==> src/rtl/sys_ctrl_burst.sv <==
// Command sequencer between a UART byte stream, the register file, the ALU and the TX FIFO.
// Handles single and burst register access, and ALU operations whose result goes back out over TX.
module sys_ctrl_burst #(
    parameter int DATA_WIDTH = 8,
    parameter int ADD_WIDTH  = 4,
    parameter int ALU_WIDTH  = 16,
    parameter int FUN_WIDTH  = 4
) (
    input  logic                  CLK,
    input  logic                  RST,
    input  logic [DATA_WIDTH-1:0] RX_P_DATA,
    input  logic                  RX_D_VLD,
    input  logic                  FIFO_FULL,
    input  logic [DATA_WIDTH-1:0] RdData,
    input  logic                  RdData_Valid,
    input  logic [ALU_WIDTH-1:0]  ALU_OUT,
    input  logic                  ALU_OUT_VLD,
    output logic [ADD_WIDTH-1:0]  Address,
    output logic                  WrEn,
    output logic                  RdEn,
    output logic [DATA_WIDTH-1:0] WrData,
    output logic                  ALU_EN,
    output logic [FUN_WIDTH-1:0]  ALU_FUN,
    output logic                  CLK_EN,
    output logic [DATA_WIDTH-1:0] TX_P_Data,
    output logic                  TX_D_VLD,
    output logic                  clk_div_en,
    output logic                  CMD_ERR,
    output logic [3:0]            dbg_state
);

    localparam int NB = ALU_WIDTH / DATA_WIDTH;
    localparam int CW = ADD_WIDTH + 1;
    localparam int BW = (NB > 1) ? $clog2(NB) : 1;

    localparam logic [DATA_WIDTH-1:0] CMD_WR      = DATA_WIDTH'(8'hAA);
    localparam logic [DATA_WIDTH-1:0] CMD_RD      = DATA_WIDTH'(8'hBB);
    localparam logic [DATA_WIDTH-1:0] CMD_ALU_OP  = DATA_WIDTH'(8'hCC);
    localparam logic [DATA_WIDTH-1:0] CMD_ALU_NOP = DATA_WIDTH'(8'hDD);
    localparam logic [DATA_WIDTH-1:0] CMD_BWR     = DATA_WIDTH'(8'hEE);
    localparam logic [DATA_WIDTH-1:0] CMD_BRD     = DATA_WIDTH'(8'hEF);

    typedef enum logic [3:0] {
        IDLE, GET_ADDR, GET_CNT, GET_DATA, RD_REQ, RD_WAIT,
        TX_BYTE, GET_OPA, GET_OPB, GET_FUN, ALU_WAIT, ALU_TX
    } state_t;

    state_t                state;
    logic                  cmd_rd;
    logic                  cmd_burst;
    logic [ADD_WIDTH-1:0]  ptr;
    logic [CW-1:0]         cnt;
    logic [DATA_WIDTH-1:0] rd_byte;
    logic [ALU_WIDTH-1:0]  alu_res;
    logic [BW-1:0]         byte_idx;

    assign dbg_state = state;

    // RX_D_VLD, RdData_Valid and ALU_OUT_VLD are one-cycle strobes sampled only in the states
    // that wait for them; TX_D_VLD is issued only on a cycle where FIFO_FULL was seen low.
    always_ff @(posedge CLK or negedge RST) begin
        if (!RST) begin
            state      <= IDLE;
            cmd_rd     <= 1'b0;
            cmd_burst  <= 1'b0;
            ptr        <= '0;
            cnt        <= '0;
            rd_byte    <= '0;
            alu_res    <= '0;
            byte_idx   <= '0;
            Address    <= '0;
            WrEn       <= 1'b0;
            RdEn       <= 1'b0;
            WrData     <= '0;
            ALU_EN     <= 1'b0;
            ALU_FUN    <= '0;
            CLK_EN     <= 1'b0;
            TX_P_Data  <= '0;
            TX_D_VLD   <= 1'b0;
            clk_div_en <= 1'b0;
            CMD_ERR    <= 1'b0;
        end else begin
            WrEn       <= 1'b0;
            RdEn       <= 1'b0;
            ALU_EN     <= 1'b0;
            TX_D_VLD   <= 1'b0;
            CMD_ERR    <= 1'b0;
            clk_div_en <= 1'b1;
            case (state)
                IDLE: if (RX_D_VLD) begin
                    case (RX_P_DATA)
                        CMD_WR:      begin cmd_rd <= 1'b0; cmd_burst <= 1'b0; state <= GET_ADDR; end
                        CMD_RD:      begin cmd_rd <= 1'b1; cmd_burst <= 1'b0; state <= GET_ADDR; end
                        CMD_BWR:     begin cmd_rd <= 1'b0; cmd_burst <= 1'b1; state <= GET_ADDR; end
                        CMD_BRD:     begin cmd_rd <= 1'b1; cmd_burst <= 1'b1; state <= GET_ADDR; end
                        CMD_ALU_OP:  state <= GET_OPA;
                        CMD_ALU_NOP: state <= GET_FUN;
                        default:     CMD_ERR <= 1'b1;
                    endcase
                end
                // Single accesses reuse the burst path with a count of one.
                GET_ADDR: if (RX_D_VLD) begin
                    ptr <= RX_P_DATA[ADD_WIDTH-1:0];
                    cnt <= CW'(1);
                    if (cmd_burst)   state <= GET_CNT;
                    else if (cmd_rd) state <= RD_REQ;
                    else             state <= GET_DATA;
                end
                GET_CNT: if (RX_D_VLD) begin
                    cnt <= RX_P_DATA[CW-1:0];
                    if (RX_P_DATA[CW-1:0] == '0) state <= IDLE;
                    else if (cmd_rd)             state <= RD_REQ;
                    else                         state <= GET_DATA;
                end
                GET_DATA: if (RX_D_VLD) begin
                    WrEn    <= 1'b1;
                    Address <= ptr;
                    WrData  <= RX_P_DATA;
                    ptr     <= ptr + 1'b1;
                    cnt     <= cnt - 1'b1;
                    if (cnt == CW'(1)) state <= IDLE;
                end
                RD_REQ: begin
                    RdEn    <= 1'b1;
                    Address <= ptr;
                    ptr     <= ptr + 1'b1;
                    state   <= RD_WAIT;
                end
                RD_WAIT: if (RdData_Valid) begin
                    rd_byte <= RdData;
                    state   <= TX_BYTE;
                end
                TX_BYTE: if (!FIFO_FULL) begin
                    TX_D_VLD  <= 1'b1;
                    TX_P_Data <= rd_byte;
                    cnt       <= cnt - 1'b1;
                    state     <= (cnt == CW'(1)) ? IDLE : RD_REQ;
                end
                GET_OPA: if (RX_D_VLD) begin
                    WrEn    <= 1'b1;
                    Address <= '0;
                    WrData  <= RX_P_DATA;
                    state   <= GET_OPB;
                end
                GET_OPB: if (RX_D_VLD) begin
                    WrEn    <= 1'b1;
                    Address <= ADD_WIDTH'(1);
                    WrData  <= RX_P_DATA;
                    state   <= GET_FUN;
                end
                GET_FUN: if (RX_D_VLD) begin
                    ALU_FUN <= RX_P_DATA[FUN_WIDTH-1:0];
                    ALU_EN  <= 1'b1;
                    CLK_EN  <= 1'b1;
                    state   <= ALU_WAIT;
                end
                ALU_WAIT: if (ALU_OUT_VLD) begin
                    alu_res  <= ALU_OUT;
                    CLK_EN   <= 1'b0;
                    byte_idx <= '0;
                    state    <= ALU_TX;
                end
                // Result leaves least significant byte first by shifting it down.
                ALU_TX: if (!FIFO_FULL) begin
                    TX_D_VLD  <= 1'b1;
                    TX_P_Data <= alu_res[DATA_WIDTH-1:0];
                    alu_res   <= alu_res >> DATA_WIDTH;
                    byte_idx  <= byte_idx + 1'b1;
                    if (byte_idx == BW'(NB - 1)) state <= IDLE;
                end
                default: state <= IDLE;
            endcase
        end
    end

endmodule

==> config.mk <==
export PLATFORM = sky130hd
export DESIGN_NAME = sys_ctrl_burst
export DESIGN_NICKNAME = d
export VERILOG_FILES = /design/src/rtl/sys_ctrl_burst.sv
export SDC_FILE = /design/constraint.sdc
export NUM_CORES = 1
export LEC_CHECK = 0
export CELL_PAD_IN_SITES_DETAIL_PLACEMENT = 1
export CELL_PAD_IN_SITES_GLOBAL_PLACEMENT = 2
export CORE_AREA = 5 5 115 117
export CTS_BUF_LIST = sky130_fd_sc_hd__clkbuf_4
export DETAILED_ROUTE_END_ITERATION = 12
export DIE_AREA = 0 0 120 122
export PLACE_DENSITY = 0.84
export SYNTH_ARGS = -nofsm -noshare
export SYNTH_HDL_FRONTEND = slang
export SYNTH_SLANG_ARGS = --single-unit
export TNS_END_PERCENT = 30
==> constraint.sdc <==
create_clock -name CLK -period 1.9 [get_ports CLK]
set_input_delay 0.38 -clock CLK [delete_from_list [all_inputs] [get_ports CLK]]
set_output_delay 0.38 -clock CLK [all_outputs]
set_load 0.01 [all_outputs]
==> out/metrics.csv <==
metric;value;unit
pwr dens;1480;mW/mm^2
cell count after synthesis;354;
DP Wirelength;8.07;mm
TritonRoute pass-1 iters;4;
CP cell instances;buf_4, or4_4, a41oi_2, o31ai_1, nand4_1, mux2_2;
Fmax;0.511;GHz
power after layout;0.00753;W
Sink Count;71;
Boundary Pins;73;
min-delay worst type;register to register;
WS Path Type;register to register;
critical path fanouts, max;4;
syn nets;395;
Placer Congestion;0.849;
global-route wire length before repair;17.3;mm
largest area contributor in the netlist;dfrtp_1;
Initial DRC Count;142;
drt wl/cell;16.5;um
final worst slack;-0.0571;ns
CTS Buffer Depth;2;
port bufs;72;
gr ovfl total;0;
top cells by count, synth;dfrtp_1 (71), nand2_1 (51), o21ai_0 (32), mux2_2 (23);
vias in the first global route;3418;
violated checks;negative setup slack;
GRT Resource Usage Total;15.0;%
Avg Vias per Cell;4.89;
yosys warns;0;
# fillers;1409;
CTS H-Tree Depth;3;
Final min period;1.96;ns
post-route core utilization;41.3;%
Worst setup EP type;register;
Initial Utilization;28.6;%
antenna cells;0;
Setup WS pre-CTS;-0.434;ns
Die X;120;um
most area-consuming cells after synthesis;dfrtp_1 (51%), mux2_2 (7.4%), mux2i_1 (6.0%);
Num CTS Buffers;9;
startpoint types;register;
core area;0.0123;mm^2
area delta synth->final;44.3;%
Die Y;122;um
fraction of registers with async set/reset;100;%
fin. max-slew vios;0;
distinct cell type count after synthesis;50;
cell area after synthesis;0.00351;mm^2
Hold Violations, Final;0;
Final Skew;0.0123;ns
pin count of the biggest net entering global routing;72;
Tcrit/Tclk final;103;%
# Max-Cap Violations;0;
leakage power;2.35;nW
Seq/Total Area, Yosys;50.6;%
CP delay by family, top;simple AND/OR/NAND/NOR gates;
post-route cell area;0.00507;mm^2
slowest CP cell;or4_4;
crit path DAT;2.27;ns
layout cells sized above 1;25.1;%
initial antenna violation count;0;
register bit total from synthesis;71;
Skew-Pair Late Insertion Delay;0.42;ns
Reg clk slew, reported paths;0.11;ns
Die Area;0.0146;mm^2
antenna-violating nets left;0;
cell row count;41;
status;finished, violations left;
DRT Wirelength;10.5;mm
WP buf/inv;1;
final setup vio count;2;
count leader, synth;dfrtp_1;
via count;3113;
Most used DFF post-synth;dfrtp_1;
placed instance area;0.00481;mm^2
Max IR drop VDD;0.000639;V
Post-Syn Area per Cell;9.92;um^2
Root Driver;clkbuf_4;
CTS tree;yes;
Largest stage delay, worst path;0.51;ns
RSZ-0062 raised after global routing;true;
Residual DRC;0;
post-synth top area share;50.6;%
Post-synth EDFFs;0;
Worst EP required;2.21;ns
fin nets;523;
## logic make-up after synthesis
logic type | after synthesis | share of synthesized area (%)
xor+xnor | 2 | 0.499
buf+inv | 34 | 4.17
compound gates | 74 | 13.2
other cells | 1 | 0.107
mux | 44 | 13.4
fa+ha+maj | 3 | 1.07
simple gates | 125 | 17.0
flops | 71 | 50.6
## repair_timing
action | CTS | global route
cloned | 0 | 0
pin swaps | 1 | 1
hold buffers | 1 | 0
gates resized for setup | 9 | 10
endpoints found under the setup margin | 10 | 17
setup buffers | 3 | 2
hold endpoints to repair | 71 | 0
## routing by layer
| layer | track usage [%] | vias to the layer above | share of wire (%) | wire, um |
|---|---|---|---|---|
| met5 | 0 | - | 0 | 0 |
| met4 | 3.79 | 0 | 1.2 | 129 |
| met3 | 5.76 | 10 | 6.7 | 704 |
| li1 | - | 1504 | - | - |
| met1 | 17.8 | 1520 | 43 | 4570 |
| met2 | 25.7 | 79 | 49 | 5140 |
## layout by cell type (no fill, tap or decap), types with 4 or more instances in the layout
cell type	instances
a22o_1	5
buf_4	58
nor2_1	19
nand3_1	17
nor3_1	6
o21ai_0	32
dfrtp_1	70
mux2_2	23
inv_1	15
a21oi_1	11
nand2b_1	5
nand2_1	51
clkbuf_4	9
mux2i_1	21
clkdlybuf4s50_1	67
dlygate4sd2_1	4
## state kept, by name (all words and copies together) (netlist names), 4 cells and up
signal and count:
alu_res 16, rd_byte 8, cnt 5, TX_P_Data 8, WrData 8, Address 4
ptr 4, dbg_state 4, ALU_FUN 4
## worst register-to-register path: cells and delay by family (launching register included)
kind | cells | cell delay [ns]
buffers and inverters | 1 | 0.14
DFF | 1 | 0.39
and+or+nand+nor | 2 | 0.68
muxes | 1 | 0.35
AOI/OAI and AO/OA | 2 | 0.29
## path summary, 6_finish.rpt
path,cells after the start,from,end,slack (ns)
min,2,alu_res[12],alu_res[12],0.48
max reg2reg,6,dbg_state[3],dbg_state[2],-0.06
min reg2reg,2,alu_res[12],alu_res[12],0.48
min in group asynchronous,3,RST,rd_byte[2],0.52
max,6,dbg_state[3],dbg_state[2],-0.06
max in group asynchronous,3,RST,dbg_state[2],1.06
## final cells by class
class	instances	area (um^2)	area share, %
sequential	71	1780	35.1
clock buffer	9	67.6	1.33
timing repair buffer	135	1230	24.2
multi-input combinational	249	1660	32.8
tap	150	188	3.70
clock inverter	7	86.3	1.70
inverter	16	60.1	1.18
## report_power, final
part | total (W) | switching (W) | internal (W)
Combinational | 0.00387 | 0.00182 | 0.00205
Sequential | 0.00258 | 0.000422 | 0.00216
Clock | 0.00107 | 0.000547 | 0.000525
## stage by stage
| stage | hold WS, ns | instances | TNS [ns] |
|---|---|---|---|
| 5_1_grt | 0.466 | 637 | -0.419 |
| 3_5_place_dp | 0.446 | 615 | -7.03 |
| 6_report | 0.479 | 637 | -0.109 |
| 4_1_cts | 0.469 | 635 | -0.104 |
| 3_3_place_gp | 0.440 | 615 | -6.09 |
| 2_1_floorplan | 0.0844 | 354 | -0.0130 |
(Power assumes the default switching activity.)
